===== config.mk =====
export PLATFORM = sky130hd
export DESIGN_NAME = ball_engine
export DESIGN_NICKNAME = d
export VERILOG_FILES = /design/src/rtl/ball_pkg.sv /design/src/rtl/ball_tick_gen.sv /design/src/rtl/ball_engine.sv
export SDC_FILE = /design/constraint.sdc
export NUM_CORES = 1
export LEC_CHECK = 0
export ABC_CLOCK_PERIOD_IN_PS = 6400
export BUFFER_PORTS_ARGS = -buffer_cell sky130_fd_sc_hd__buf_2
export CAP_MARGIN = 15
export CORE_ASPECT_RATIO = 1.25
export CORE_UTILIZATION = 50
export DETAILED_ROUTE_END_ITERATION = 8
export GPL_TIMING_DRIVEN = 0
export PLACE_DENSITY = 0.72
export SLEW_MARGIN = 20
export SYNTH_ARGS = -nofsm -noshare
export SYNTH_HDL_FRONTEND = slang
export SYNTH_HIERARCHICAL = 1
export SYNTH_SLANG_ARGS = --single-unit

===== constraint.sdc =====
create_clock -name CLOCK_50 -period 6.4 [get_ports CLOCK_50]
set_input_delay 1.92 -clock CLOCK_50 [delete_from_list [all_inputs] [get_ports CLOCK_50]]
set_output_delay 1.92 -clock CLOCK_50 [all_outputs]
set_load 0.03 [all_outputs]

===== src/rtl/ball_pkg.sv =====
// ball_pkg: FSM state encoding and default playfield geometry
// shared by the ball_engine slice.
package ball_pkg;

  typedef enum logic [1:0] {
    ST_IDLE  = 2'd0,
    ST_RUN   = 2'd1,
    ST_PAUSE = 2'd2,
    ST_OVER  = 2'd3
  } state_t;

  localparam int SCREEN_W_D  = 640;
  localparam int SCREEN_H_D  = 480;
  localparam int BALL_SIZE_D = 16;

endpackage


===== src/rtl/ball_tick_gen.sv =====
// ball_tick_gen: movement tick divider, counts 0..TICK_DIV-1 while
// enabled, holds while disabled, clears on i_clr.
module ball_tick_gen #(
  parameter int TICK_DIV = 50000
) (
  input  logic i_clk,
  input  logic i_rst_n,
  input  logic i_en,
  input  logic i_clr,
  output logic o_tick
);

  localparam int CW = (TICK_DIV > 1) ? $clog2(TICK_DIV) : 1;

  logic [CW-1:0] r_cnt;

  assign o_tick = i_en && (r_cnt == CW'(TICK_DIV - 1));

  always_ff @(posedge i_clk or negedge i_rst_n) begin
    if (!i_rst_n) begin
      r_cnt <= '0;
    end else if (i_clr) begin
      r_cnt <= '0;
    end else if (i_en) begin
      r_cnt <= o_tick ? '0 : r_cnt + 1'b1;
    end
  end

endmodule


===== src/rtl/ball_engine.sv =====
// ball_engine: bouncing ball with wall clamping and bar collision.
// Define BALL_SPEEDUP_EN to step speeds up every SPEEDUP_EVERY bounces.
module ball_engine
  import ball_pkg::*;
#(
  parameter int SCREEN_W      = SCREEN_W_D,
  parameter int SCREEN_H      = SCREEN_H_D,
  parameter int BALL_SIZE     = BALL_SIZE_D,
  parameter int TICK_DIV      = 50000,
  parameter int SPEED_W       = 4,
  parameter int INIT_X        = 240,
  parameter int INIT_Y        = 10,
  parameter int INIT_SPEED    = 3,
  parameter int MAX_SPEED     = 8,
  parameter int SPEEDUP_EVERY = 4
) (
  input  logic               CLOCK_50,
  input  logic               reset,
  input  logic               start,
  input  logic               pause,
  input  logic [9:0]         bar_leftLimit,
  input  logic [9:0]         bar_rightLimit,
  input  logic [9:0]         bar_topLimit,
  input  logic [9:0]         bar_bottomLimit,
  output logic [9:0]         ball_leftLimit,
  output logic [9:0]         ball_rightLimit,
  output logic [9:0]         ball_topLimit,
  output logic [9:0]         ball_bottomLimit,
  output logic [SPEED_W-1:0] ball_x_speed,
  output logic [SPEED_W-1:0] ball_y_speed,
  output logic               ball_x_dir,
  output logic               ball_y_dir,
  output logic [7:0]         bounce_count,
  output logic               game_over,
  output logic [1:0]         state
);

  localparam logic signed [10:0] L_ZERO = 11'sd0;
  localparam logic signed [10:0] L_XMAX = 11'(SCREEN_W - 1);
  localparam logic signed [10:0] L_YMAX = 11'(SCREEN_H - 1);
  localparam logic [10:0] L_SZW  = 11'(BALL_SIZE - 1);
  localparam logic [9:0]  L_SZ   = 10'(BALL_SIZE - 1);
  localparam logic [9:0]  L_XCLP = 10'(SCREEN_W - BALL_SIZE);
  localparam logic [9:0]  L_YCLP = 10'(SCREEN_H - BALL_SIZE);

  state_t r_state;
  state_t w_state_nxt;

  logic [9:0] r_left;
  logic [9:0] r_top;
  logic       r_xdir;
  logic       r_ydir;
  logic [7:0] r_bcnt;
  logic       r_go;

  logic [SPEED_W-1:0] w_spd;
  logic               w_tick;
  logic               w_en;
  logic               w_clr;
  logic               w_rearm;
  logic               w_cnt_b;

  logic signed [10:0] w_nl;
  logic signed [10:0] w_nt;
  logic signed [10:0] w_nr;
  logic signed [10:0] w_nb;
  logic [9:0] w_cl;
  logic [9:0] w_ct;
  logic [9:0] w_cr;
  logic [9:0] w_cb;
  logic       w_xd;
  logic       w_yd;
  logic       w_bx;
  logic       w_by;
  logic       w_hit;

  assign w_en    = (r_state == ST_RUN) && !pause;
  assign w_clr   = (r_state == ST_IDLE) || (r_state == ST_OVER);
  assign w_rearm = (r_state == ST_OVER) && start;
  assign w_cnt_b = w_tick && !w_hit && (w_bx || w_by);

  ball_tick_gen #(
    .TICK_DIV(TICK_DIV)
  ) u_tick (
    .i_clk  (CLOCK_50),
    .i_rst_n(reset),
    .i_en   (w_en),
    .i_clr  (w_clr),
    .o_tick (w_tick)
  );

  // Candidate move, then clamp to the wall so the box never overshoots
  always_comb begin
    w_nl = r_xdir ? 11'(r_left) + 11'(w_spd)
                  : 11'(r_left) - 11'(w_spd);
    w_nt = r_ydir ? 11'(r_top) + 11'(w_spd)
                  : 11'(r_top) - 11'(w_spd);
    w_nr = w_nl + L_SZW;
    w_nb = w_nt + L_SZW;
    w_cl = w_nl[9:0];
    w_xd = r_xdir;
    w_bx = 1'b0;
    if (w_nl <= L_ZERO) begin
      w_cl = '0;
      w_xd = 1'b1;
      w_bx = 1'b1;
    end else if (w_nr >= L_XMAX) begin
      w_cl = L_XCLP;
      w_xd = 1'b0;
      w_bx = 1'b1;
    end
    w_ct = w_nt[9:0];
    w_yd = r_ydir;
    w_by = 1'b0;
    if (w_nt <= L_ZERO) begin
      w_ct = '0;
      w_yd = 1'b1;
      w_by = 1'b1;
    end else if (w_nb >= L_YMAX) begin
      w_ct = L_YCLP;
      w_yd = 1'b0;
      w_by = 1'b1;
    end
    w_cr  = w_cl + L_SZ;
    w_cb  = w_ct + L_SZ;
    w_hit = (w_cl <= bar_rightLimit) && (w_cr >= bar_leftLimit) &&
            (w_ct <= bar_bottomLimit) && (w_cb >= bar_topLimit);
  end

  always_ff @(posedge CLOCK_50 or negedge reset) begin
    if (!reset) begin
      r_state <= ST_IDLE;
    end else begin
      r_state <= w_state_nxt;
    end
  end

  always_comb begin
    w_state_nxt = r_state;
    unique case (r_state)
      ST_IDLE: begin
        if (start) w_state_nxt = ST_RUN;
      end
      ST_RUN: begin
        if (w_tick && w_hit) w_state_nxt = ST_OVER;
        else if (pause)      w_state_nxt = ST_PAUSE;
      end
      ST_PAUSE: begin
        if (!pause) w_state_nxt = ST_RUN;
      end
      ST_OVER: begin
        if (start) w_state_nxt = ST_IDLE;
      end
      default: w_state_nxt = ST_IDLE;
    endcase
  end

  always_ff @(posedge CLOCK_50 or negedge reset) begin
    if (!reset) begin
      r_left <= 10'(INIT_X);
      r_top  <= 10'(INIT_Y);
      r_xdir <= 1'b1;
      r_ydir <= 1'b1;
      r_bcnt <= '0;
      r_go   <= 1'b0;
    end else if (w_rearm) begin
      r_left <= 10'(INIT_X);
      r_top  <= 10'(INIT_Y);
      r_xdir <= 1'b1;
      r_ydir <= 1'b1;
      r_bcnt <= '0;
      r_go   <= 1'b0;
    end else if (w_tick) begin
      r_left <= w_cl;
      r_top  <= w_ct;
      r_xdir <= w_xd;
      r_ydir <= w_yd;
      if (w_hit) begin
        r_go <= 1'b1;
      end else if (w_cnt_b && (r_bcnt != 8'hFF)) begin
        r_bcnt <= r_bcnt + 1'b1;
      end
    end
  end

`ifdef BALL_SPEEDUP_EN
  logic [SPEED_W-1:0] r_spd;
  logic [7:0]         r_sp_cnt;

  always_ff @(posedge CLOCK_50 or negedge reset) begin
    if (!reset) begin
      r_spd    <= SPEED_W'(INIT_SPEED);
      r_sp_cnt <= '0;
    end else if (w_rearm) begin
      r_spd    <= SPEED_W'(INIT_SPEED);
      r_sp_cnt <= '0;
    end else if (w_cnt_b) begin
      if (r_sp_cnt == 8'(SPEEDUP_EVERY - 1)) begin
        r_sp_cnt <= '0;
        if (r_spd < SPEED_W'(MAX_SPEED)) r_spd <= r_spd + 1'b1;
      end else begin
        r_sp_cnt <= r_sp_cnt + 1'b1;
      end
    end
  end

  assign w_spd = r_spd;
`else
  assign w_spd = (INIT_SPEED > MAX_SPEED) ? SPEED_W'(MAX_SPEED)
                                          : SPEED_W'(INIT_SPEED);
`endif

  assign ball_leftLimit   = r_left;
  assign ball_rightLimit  = r_left + L_SZ;
  assign ball_topLimit    = r_top;
  assign ball_bottomLimit = r_top + L_SZ;
  assign ball_x_speed     = w_spd;
  assign ball_y_speed     = w_spd;
  assign ball_x_dir       = r_xdir;
  assign ball_y_dir       = r_ydir;
  assign bounce_count     = r_bcnt;
  assign game_over        = r_go;
  assign state            = r_state;

endmodule


# Word level (Yosys, flattened, before mapping)
# Cells that the tools add are included.
# word_totals
ff_bits	49
inputBits	44
output_inout_bits	61
word_cells	102
# classes
add_sub_neg	12
order_cmp	8
n_eq_ne	10
n_mux	38
n_reduce_logical	26
# op_table
cell	count
$mux W10	8
$mux W16	3
$add A10 B4 Y10 const B	4
$mux W8	4
$add A10 B2 Y11 const B	2
$add A11 B4 Y11 const B	2
$le A11 B1 Y1 const B	2
$mux W11	2
$sub A10 B2 Y11 const B	2
$ge A10 B10 Y1	2
$le A10 B10 Y1	2
$add A16 B1 Y16 const B	1
$eq A16 B16 Y1 const B	1
$mux W1	15
$ge A11 B10 Y1 const B	1
$ge A11 B11 Y1 const B	1
$logic_and A1 B1 Y1	10
$mux W2	5
$add A8 B1 Y8 const B	1
$ne A2 B2 Y1 const B	4
$ne A8 B8 Y1 const B	1
$pmux W2 S4	1
$reduce_bool A2 Y1	4
$reduce_and A2 Y1	3
9 further kinds	13

# Depth between registers and ports, before layout
# Gate-level depths: netlist (run 1).
# depth
ltp_word	19
ltp_mapped	27
ltp_nobuf	24

# Modules after synthesis
# Netlist (run 1), hierarchy kept.
# by_module_without_submodules
mod	instances	cells_per_inst	area_each_um2	seq_area_each_um2
ball_engine	1	673	5121.2	835.8
ball_tick_gen	1	89	883.3	400.4

# Worst setup path before layout (run 1)
# No wires, ideal clock.
# synth_timing
path_kind	register to register
start	register r_top[0] (netlist: ball_topLimit[0])
end	register r_bcnt[0] (netlist: bounce_count[0])
setup_time_ns	0.131
t_arrival_ns	5.997
t_required_ns	6.269
slack_ns	0.273
path_stages_with_launch	27
path_buffers	3
synth_period_minus_slack_ns	6.127
path_cell_list	dfrtp_1 clkbuf_1 inv_1 fa_1 nand2b_1 a21oi_1 xor2_1 o21a_1 a2111oi_0 o21a_1 buf_2 nor3_2 buf_2 nand2_1 ha_1 a21oi_1 nand4_1 xnor2_1 ha_1 nand2_1 o21ai_0 o221ai_1 a21oi_1 o21ai_0 o31ai_1 a21oi_1 mux2i_1
# synth_via
elab_chain_len	15
word_cells_on_any_way	23
cone_classes	add/sub: 4; order compare: 4; eq/ne: 1; mux: 5; reduce/logical: 9
# synth_lines
element	line	source
from (decl)	ball_engine.sv:50	logic [9:0] r_top;
from (signal assigned)	ball_engine.sv:161	r_top <= 10'(INIT_Y);
from (signal assigned)	ball_engine.sv:168	r_top <= 10'(INIT_Y);
from (signal assigned)	ball_engine.sv:175	r_top <= w_ct;
$sub A10 B2 Y11 or $add A10 B2 Y11 (tied branches)	ball_engine.sv:97, ball_engine.sv:96	
$mux W11 *	ball_engine.sv:96	w_nt = r_ydir ? 11'(r_top) + 11'(w_spd)
$add A11 B4 Y11	ball_engine.sv:99	w_nb = w_nt + L_SZW;
$ge A11 B10 Y1	ball_engine.sv:119	end else if (w_nb >= L_YMAX) begin
$mux W10	ball_engine.sv:119	
$mux W10	ball_engine.sv:115	if (w_nt <= L_ZERO) begin
$add A10 B4 Y10 or $le A10 B10 Y1 (tied branches)	ball_engine.sv:125, ball_engine.sv:127	
$ge A10 B10 Y1 or $logic_and A1 B1 Y1 (tied branches)	ball_engine.sv:127, ball_engine.sv:126	
$logic_and A1 B1 Y1	ball_engine.sv:127	(w_ct <= bar_bottomLimit) && (w_cb >= bar_topLimit);
$logic_not A1 Y1	ball_engine.sv:80	assign w_cnt_b = w_tick && !w_hit && (w_bx || w_by);
$logic_and A1 B1 Y1 (2 in series)	ball_engine.sv:80	
$logic_and A1 B1 Y1	ball_engine.sv:180	end else if (w_cnt_b && (r_bcnt != 8'hFF)) begin
$reduce_bool A2 Y1 (no line)	n/a	
$reduce_and A3 Y1 (no line) *	n/a	
to (signal assigned)	ball_engine.sv:181	r_bcnt <= r_bcnt + 1'b1;
to (decl)	ball_engine.sv:53	logic [7:0] r_bcnt;
# Mark *: on every way between the ends. The rest lies on a longest branch, timed or not.
# A chain may end at the register's enable or synchronous reset.

# Worst setup path in the final report (run 1)
# layout_timing
start	register r_ydir (netlist: ball_y_dir)
end	register r_bcnt[6] (netlist: bounce_count[6])
# layout_via
elab_chain_len	14
word_cells_on_any_way	21
cone_classes	add/sub: 2; order compare: 4; eq/ne: 1; mux: 5; reduce/logical: 9
# layout_lines
element	line	source
from (decl)	ball_engine.sv:52	logic r_ydir;
from (signal assigned)	ball_engine.sv:177	r_ydir <= w_yd;
$mux W11 *	ball_engine.sv:96	
$add A11 B4 Y11	ball_engine.sv:99	
$ge A11 B10 Y1	ball_engine.sv:119	
$mux W10	ball_engine.sv:119	
$mux W10	ball_engine.sv:115	
$add A10 B4 Y10 or $le A10 B10 Y1 (tied branches)	ball_engine.sv:125, ball_engine.sv:127	
$ge A10 B10 Y1 or $logic_and A1 B1 Y1 (tied branches)	ball_engine.sv:127, ball_engine.sv:126	
$logic_and A1 B1 Y1	ball_engine.sv:127	
$logic_not A1 Y1	ball_engine.sv:80	
$logic_and A1 B1 Y1 (2 in series)	ball_engine.sv:80	
$logic_and A1 B1 Y1	ball_engine.sv:180	
$reduce_bool A2 Y1 (no line)	n/a	
$reduce_and A3 Y1 (no line) *	n/a	
# Marked as above.

==> metrics.csv, run 1 <==
metric;value;unit
cts_made_buffers;5;
async_flop_share;100;%
fin_crit;6.13;ns
port_buffers;96;
cp-end-kind;register;
dr_total_vias;6152;
area_growth;18.7;%
avgSynthCellArea;7.88;µm²
num_rows;44;
rsz0062_at_grt;no;
clk_latency;0.29;ns
diodes;0;
holdCritPathClass;register to register;
cts.clk_slew.worst_paths;0.07;ns
wire_per_inst;16.3;µm
overflow;0;
synth_seq_area_share;20.6;%
grt_pass1_vias;6055;
min_period_over_period;95.7;%
die_h;125;µm
fp.coreArea;11700;µm²
tritoncts;built;
final_area;7130;µm²
p_leak;3.40;nW
synth_area_leaders;dfrtp_1, ha_1, xnor2_1;
synth_top_area_share;17.1;%
hold_viol;0;
holdBufCountCts;0;
nNetsFinal;999;
drc_errors;0;
place_area;6710;µm²
synth_edf_count;0;
cp.required;6.61;ns
synth_warnings;6;
die_area;12500;µm²
place_congestion;0.891;
path_class;register to register;
ios;105;
num-fill-cells;1102;
finClkSkew;0.00868;ns
relSlewSlack;33.1;%
ir_drop;0.154;mV
fp.dieW;100;µm
maxSlewViolCount;0;
grt_max_degree;50;
maxCapViolCount;0;
status;complete, no violations;
vias_per_cell;5.90;
synth_area_leader_cell;dfrtp_1;
routed_wl;17.0;mm
ys_types;82;
clockRootBuffer;clkbuf_16;
max-clock-path-buffers;2;
clock.fmax;163;MHz
initial_core_util;51.4;%
htreeDepth;2;
drt_iter0_drc;368;
cp.arrival;6.33;ns
setup_viol;0;
final_common_cell;buf_2;
seqCellArea;1240;µm²
hpwl;13.5;mm
hold_ws;0.528;ns
first_pass_iters;5;
netlist_area;6000;µm²
multi_input_area;4530;µm²
cts_sinks;49;
ys_seq_elements;49;
tightest_slew;0.991;ns
postSynthCellCount;762;
track_usage;27.4;%
fin_util;61.1;%
start_kind;register;
most-common-layout-cells;buf_2, inv_1, ha_1;
grt_pass1_wl;27.9;mm
final_antenna_net_count;0;
power_density;254;nW/µm²
antenna_found_initial;0;
layout-drive-gt1-share;22.1;%
critPathMaxFanout;16;
synth_ff_type;dfrtp_1;
-- stage by stage --
stage                     std cells  TNS (ns)  setup slack (ns)  total power [W]
after floorplan                 768         0             0.273          0.00112
after global placement         1025     -8.98            -0.981          0.00134
after detailed placement       1025    -10.02             -1.09          0.00138
after CTS                      1037         0            0.0174          0.00170
after global routing           1043         0         0.0000577          0.00196
final                          1043         0             0.272          0.00181
-- routing by layer --
layer  part of all wire, %  routed length [µm]  global-route usage [%]  vias up
li1                      -                   -                       -     2959
met1                    40                6790                    32.4     2956
met2                    51                8630                    49.7      192
met3                   5.0                 854                    2.92       45
met4                   4.1                 691                    11.1        0
met5                     0                   0                       0        -
-- report_power, final --
group	switching, W	internal, W
Clock	0.000110	0.000145
Combinational	0.000719	0.000486
Sequential	0.0000234	0.000328
Total	0.000853	0.000960
-- flip-flops by register name (all words and copies together), names as in the netlist --
register	count
state	2
game_over	1
ball_y_dir	1
u_tick/r_cnt	16
ball_topLimit	10
ball_leftLimit	10
bounce_count	8
ball_x_dir	1
-- worst max-delay path: stages, from the launching register on --
cell	delay [ns]
dfstp_2	0.61
inv_4	0.11
ha_1	0.28
buf_2	0.17
and3b_1	0.19
a211oi_1	0.29
o211ai_1	0.20
buf_4	0.19
or3_1	0.35
a2111oi_0	0.42
o21a_1	0.18
buf_2	0.22
nor3_4	0.08
buf_4	0.19
nand2_1	0.15
ha_1	0.22
o21ai_0	0.12
xnor2_1	0.15
ha_1	0.30
a211oi_1	0.26
a21oi_1	0.14
nor4b_4	0.44
o31ai_4	0.17
buf_4	0.17
a2111oi_4	0.22
mux2i_1	0.21
-- cells by family after synthesis --
group,Yosys count,share of synthesized area (%)
and+or+nand+nor,303,27.2
AOI/OAI and AO/OA,164,18.9
buffers and inverters,103,7.40
adders and majority gates,74,15.7
xor gates and xnor gates,51,7.44
DFF,49,20.6
muxes,16,2.69
other,2,0.125
-- cell type report --
| class | instances | share of cell area (%) |
|---|---|---|
| buffer | 29 | 2.42 |
| clock buffer | 7 | 1.86 |
| clock inverter | 1 | 0.105 |
| inverter | 73 | 3.93 |
| multi-input combinational | 616 | 63.5 |
| sequential | 49 | 17.4 |
| tap | 161 | 2.83 |
| timing repair buffer | 107 | 7.94 |
-- synth_stat cells (all sizes together) (3+ instances only) --
master,number
o21ai,39
or2,8
a21boi,3
buf,20
nor2,61
or3,7
xor2,17
nand4,19
nand3,37
and3,5
o21a,5
o211ai,7
and4,8
a21oi,45
a21o,4
a2111oi,4
o31ai,3
xnor2,34
dfstp,8
mux2i,15
nor2b,7
nor3,18
o41ai,3
nand2,64
and2,10
nor4,20
a31o,4
a21bo,3
dfrtp,41
inv,72
a211oi,14
a31oi,5
ha,72
clkbuf,10
nand2b,19
nor3b,6
-- worst paths after layout --
kind / startpoint / depth (start not counted) / slack, ns / to
min: game_over$_DFFE_PN0P_ / 2 / 0.53 / game_over$_DFFE_PN0P_
max reg2reg: ball_y_dir$_DFFE_PN1P_ / 25 / 0.27 / bounce_count[6]$_DFFE_PN0P_
max: ball_y_dir$_DFFE_PN1P_ / 25 / 0.27 / bounce_count[6]$_DFFE_PN0P_
max in group asynchronous: reset / 1 / 4.28 / ball_topLimit[0]$_DFFE_PN0P_
min in group asynchronous: reset / 1 / 1.64 / u_tick/r_cnt[10]$_DFFE_PN0P_
min reg2reg: game_over$_DFFE_PN0P_ / 2 / 0.53 / game_over$_DFFE_PN0P_
-- timing repair --
action,4_1_cts,5_1_grt
pin swaps,2,4
endpoints found under the setup margin,11,11
buffers inserted,5,6
gates resized for setup,18,21
Power figures use the tool's default switching activity.
==> inputs of run 2 (changes only) <==
--- a/config.mk
+++ b/config.mk
@@ -5,14 +5,14 @@
 export SDC_FILE = /design/constraint.sdc
 export NUM_CORES = 1
 export LEC_CHECK = 0
-export ABC_CLOCK_PERIOD_IN_PS = 6400
+export ABC_CLOCK_PERIOD_IN_PS = 5200
 export BUFFER_PORTS_ARGS = -buffer_cell sky130_fd_sc_hd__buf_2
 export CAP_MARGIN = 15
 export CORE_ASPECT_RATIO = 1.25
-export CORE_UTILIZATION = 50
+export CORE_UTILIZATION = 45
 export DETAILED_ROUTE_END_ITERATION = 8
 export GPL_TIMING_DRIVEN = 0
-export PLACE_DENSITY = 0.72
+export PLACE_DENSITY = 0.69
 export SLEW_MARGIN = 20
 export SYNTH_ARGS = -nofsm -noshare
 export SYNTH_HDL_FRONTEND = slang
==> constraint.sdc (replaced) <==
create_clock -name CLOCK_50 -period 5.2 [get_ports CLOCK_50]
set_input_delay 1.56 -clock CLOCK_50 [delete_from_list [all_inputs] [get_ports CLOCK_50]]
set_output_delay 1.56 -clock CLOCK_50 [all_outputs]
set_load 0.03 [all_outputs]
==> metrics.csv, run 2 (synthesis gave the netlist of run 1 again) <==
metric;value;unit
status;complete, but fails checks;
violations;negative setup slack;
clk_latency;0.29;ns
drc_errors;0;
nNetsFinal;1029;
fp.coreArea;12800;µm²
power_density;321;nW/µm²
fin_ws;-0.237;ns
tritoncts;built;
hpwl;12.8;mm
setup_viol;11;
die_area;13800;µm²
antenna_found_initial;0;
rsz0062_at_grt;yes;
start_kind;register;
cts_sinks;49;
ios;105;
maxCapViolCount;0;
initial_core_util;46.8;%
grt_max_degree;50;
routed_wl;17.3;mm
cp.required;5.38;ns
tightest_slew;0.784;ns
final_common_cell;buf_2;
max-clock-path-buffers;2;
fin_crit;5.44;ns
die_h;131;µm
holdCritPathClass;register to register;
met2_usage;40.7;%
wire_per_inst;16.0;µm
cp-end-kind;register;
grt_pass1_wl;28.2;mm
final_antenna_net_count;0;
dr_total_vias;6125;
num-fill-cells;1135;
maxSlewViolCount;0;
critPathMaxFanout;9;
diodes;0;
cp.arrival;5.62;ns
top_register;u_tick/r_cnt;
fin_tns_setup;-1.78;ns
layout-drive-gt1-share;30.2;%
clockRootBuffer;clkbuf_16;
htreeDepth;2;
ir_drop;0.317;mV
num_rows;46;
grt_pass1_vias;5759;
area_growth;29.9;%
port_buffers;96;
p_leak;3.64;nW
top_usage_layer;met2;
vias_per_cell;5.67;
min_period_over_period;105;%
clock.fmax;184;MHz
grt.met3_usage;2.83;%
most-common-layout-cells;buf_2, inv_1, ha_1;
grt_use_met1;34.0;%
largest_reg_flops;16;
place_congestion;0.876;
cts_made_buffers;5;
place_area;6950;µm²
overflow;0;
final_area;7800;µm²
drt_iter0_drc;438;
path_class;register to register;
hold_viol;0;
fp.dieW;105;µm
cts.clk_slew.worst_paths;0.07;ns
track_usage;24.8;%
first_pass_iters;5;
relSlewSlack;47.1;%
finClkSkew;0.00799;ns
[run 2: report_power, final]
group          internal [W]  total, W  switching [W]  leakage [nW]
registers          0.000403  0.000432      0.0000286         0.648
clock network      0.000179  0.000328       0.000149        0.0702
logic              0.000764   0.00174       0.000977          2.93
total               0.00135   0.00250        0.00115          3.64
[run 2: path summary, 6_finish.rpt]
| check | from | endpoint | slack, ns | cells after the start |
|---|---|---|---|---|
| max | ball_y_dir$_DFFE_PN1P_ | state[1]$_DFFE_PN0P_ | -0.24 | 20 |
| min | ball_topLimit[3]$_DFFE_PN1P_ | ball_topLimit[3]$_DFFE_PN1P_ | 0.55 | 2 |
| max reg2reg | ball_y_dir$_DFFE_PN1P_ | state[1]$_DFFE_PN0P_ | -0.24 | 20 |
| min reg2reg | ball_topLimit[3]$_DFFE_PN1P_ | ball_topLimit[3]$_DFFE_PN1P_ | 0.55 | 2 |
| max in group asynchronous | reset | ball_leftLimit[1]$_DFFE_PN0P_ | 3.45 | 1 |
| min in group asynchronous | reset | state[0]$_DFFE_PN0P_ | 1.27 | 1 |
[run 2: layout make-up]
class,instances,area (µm²),share of cell area (%)
plain buffers,28,189,2.42
clock buffers,5,125,1.60
clock inverters,3,21.3,0.273
inverters,73,284,3.64
multi-input cells,616,4900,62.9
flip-flops and latches,49,1240,15.9
well taps,168,210,2.70
repair buffers,138,827,10.6
[run 2: layer usage]
| metal | vias up | wire, µm |
|---|---|---|
| met3 | 37 | 929 |
| met1 | 2836 | 7800 |
| li1 | 3032 | - |
| met2 | 220 | 8060 |
| met4 | 0 | 489 |
| met5 | - | 0 |
[run 2: critical path, cell delays in order, from the launching register on]
cell      delay (ns)
dfstp_2         0.58
clkinv_4        0.11
ha_1            0.28
buf_4           0.16
a21o_1          0.24
a221oi_2        0.34
a21boi_4        0.31
mux2i_2         0.29
nor2_2          0.13
a41o_2          0.32
buf_4           0.18
a21oi_2         0.33
nand4_1         0.15
o31a_1          0.29
ha_1            0.30
a21oi_1         0.24
nor4b_4         0.34
buf_4           0.19
nor4_4          0.05
o21bai_1        0.14
mux2_2          0.34
[run 2: repair_timing]
| action | in CTS | in global routing |
|---|---|---|
| hold buffers | 0 | 0 |
| gates resized for setup | 48 | 28 |
| setup endpoints to repair | 11 | 11 |
| pin swaps | 31 | 12 |
| setup buffers | 34 | 9 |
| gates cloned | 0 | 0 |
[run 2: through the flow]
stage / power [W] / hold WS [ns] / utilization, % / instances / setup slack (ns)
floorplan: 0.00156 / 0.523 / - / 768 / -0.346
global placement: 0.00184 / 0.538 / 54.2 / 1032 / -1.19
detailed placement: 0.00186 / 0.539 / 54.2 / 1032 / -1.17
CTS: 0.00244 / 0.554 / 59.0 / 1071 / -0.261
global route: 0.00269 / 0.589 / 60.8 / 1080 / -0.424
finish: 0.00250 / 0.551 / 60.8 / 1080 / -0.237
==> inputs of run 3 (changes only) <==
--- a/config.mk
+++ b/config.mk
@@ -8,11 +8,13 @@
 export ABC_CLOCK_PERIOD_IN_PS = 5200
 export BUFFER_PORTS_ARGS = -buffer_cell sky130_fd_sc_hd__buf_2
 export CAP_MARGIN = 15
+export CELL_PAD_IN_SITES_DETAIL_PLACEMENT = 0
+export CELL_PAD_IN_SITES_GLOBAL_PLACEMENT = 1
 export CORE_ASPECT_RATIO = 1.25
-export CORE_UTILIZATION = 45
+export CORE_UTILIZATION = 35
 export DETAILED_ROUTE_END_ITERATION = 8
 export GPL_TIMING_DRIVEN = 0
-export PLACE_DENSITY = 0.69
+export PLACE_DENSITY_LB_ADDON = 0.1
 export SLEW_MARGIN = 20
 export SYNTH_ARGS = -nofsm -noshare
 export SYNTH_HDL_FRONTEND = slang
==> metrics.csv, run 3 (synthesis gave the netlist of run 1 again) <==
metric;value;unit
status;complete, but fails checks;
violations;negative setup slack;
maxSlewViolCount;0;
holdCritPathClass;register to register;
fp.dieW;119;µm
hold_viol;0;
fin_ws;-0.240;ns
ir_drop;0.294;mV
final_common_cell;buf_2;
cp-end-kind;register;
min_period_over_period;105;%
fp.coreArea;16800;µm²
diodes;0;
grt_max_degree;50;
clock.fmax;184;MHz
overflow;0;
most-common-layout-cells;buf_2, inv_1, buf_4;
largest_reg_flops;16;
cpMaxStageDelayCell;dfstp_2;
fin_util;49.2;%
die_area;17700;µm²
grt_pass1_vias;6145;
layout-drive-gt1-share;33.7;%
path_depth;25;
vias_per_cell;5.35;
drc_errors;0;
cp.required;5.42;ns
num_rows;53;
antenna_found_initial;0;
hold_end;ball_x_dir$_DFFE_PN1P_;
setup_viol;11;
cp.arrival;5.66;ns
tritoncts;built;
final_antenna_net_count;0;
crit_family;compound AO/OA/AOI/OAI gates;
tightest_slew;0.758;ns
nNetsFinal;1045;
dr_total_vias;6138;
crit_path_frequent_cell;buf_6;
path_class;register to register;
wire_per_inst;16.8;µm
first_pass_iters;6;
area_growth;37.4;%
hold_path.startpoint;ball_x_dir$_DFFE_PN1P_;
holdBufCountCts;0;
cts.clk_slew.worst_paths;0.07;ns
routed_wl;19.3;mm
top_register;u_tick/r_cnt;
start_kind;register;
rsz0062_at_grt;yes;
htreeDepth;2;
drt_iter0_drc;343;
ios;105;
port_buffers;96;
finClkSkew;0.00482;ns
slowest_delay;0.57;ns
critPathMaxFanout;9;
min_path_cells;2;
hold_ws;0.543;ns
critPathBufInv;6;
place_congestion;0.912;
hpwl;14.7;mm
r2r_slack;-0.24;ns
p_leak;3.77;nW
die_h;148;µm
clockRootBuffer;clkbuf_16;
track_usage;22.0;%
grt_pass1_wl;31.1;mm
cts_sinks;49;
fin_crit;5.44;ns
rr_startpoint;ball_y_dir$_DFFE_PN1P_;
power_density;318;nW/µm²
relSlewSlack;48.8;%
cts_made_buffers;5;
max-clock-path-buffers;2;
r2r_cells;25;
clk_latency;0.29;ns
maxCapViolCount;0;
initial_core_util;35.8;%
reg2reg_to;bounce_count[6]$_DFFE_PN0P_;
## run 3: power breakdown
group	leakage, nW	internal [W]	switching [W]
registers	0.648	0.000404	0.0000295
clock network	0.0841	0.000241	0.000141
logic	3.04	0.000792	0.00102
total	3.77	0.00144	0.00119
## run 3: cell type report
cell class	instances	area, µm²
Fill cell	1679	8530
Multi-Input combinational cell	616	5110
Timing Repair Buffer	156	966
Sequential cell	49	1240
Tap cell	220	275
Clock buffer	7	143
Buffer	26	195
Clock inverter	1	30.0
Inverter	73	284
## run 3: metal layers
layer | vias to the layer above | GRT usage, % | wire length, µm
met3 | 29 | 2.45 | 582
met2 | 126 | 40.3 | 10100
li1 | 3053 | - | -
met5 | - | 0 | 0
met4 | 0 | 7.97 | 472
met1 | 2930 | 26.2 | 8170
## run 3: tightest hold or removal path: stages (launching register included)
cell,delay [ns]
dfstp_2,0.41
o21ai_0,0.08
nand2_1,0.06
## run 3: worst max-delay path by stage
stage | end | slack [ns] | start
detailed placement | bounce_count[1]$_DFFE_PN0P_ | -1.35 | ball_topLimit[0]$_DFFE_PN0P_
global route | bounce_count[6]$_DFFE_PN0P_ | -0.50 | ball_x_dir$_DFFE_PN1P_
global placement | bounce_count[1]$_DFFE_PN0P_ | -1.37 | ball_topLimit[0]$_DFFE_PN0P_
CTS | state[1]$_DFFE_PN0P_ | -0.29 | ball_x_dir$_DFFE_PN1P_
finish | bounce_count[6]$_DFFE_PN0P_ | -0.24 | ball_y_dir$_DFFE_PN1P_
floorplan | bounce_count[0]$_DFFE_PN0P_ | -0.35 | ball_x_dir$_DFFE_PN1P_
## run 3: what timing repair did
action                     in CTS  in global routing
gates resized for setup        82                 32
setup endpoints to repair      11                 11
buffers inserted               49                 11
pin swaps                      25                  7
## run 3: per-stage QoR
| stage | area, µm² | cells | setup WS [ns] | TNS (ns) | power (W) |
|---|---|---|---|---|---|
| final | 8250 | 1148 | -0.240 | -1.75 | 0.00262 |
| after floorplan | 6260 | 768 | -0.346 | -2.98 | 0.00156 |
| after global placement | 7020 | 1084 | -1.37 | -14.21 | 0.00187 |
| after detailed placement | 7020 | 1084 | -1.35 | -13.98 | 0.00190 |
| after CTS | 7990 | 1139 | -0.287 | -2.18 | 0.00257 |
| after global routing | 8250 | 1148 | -0.501 | -4.62 | 0.00284 |
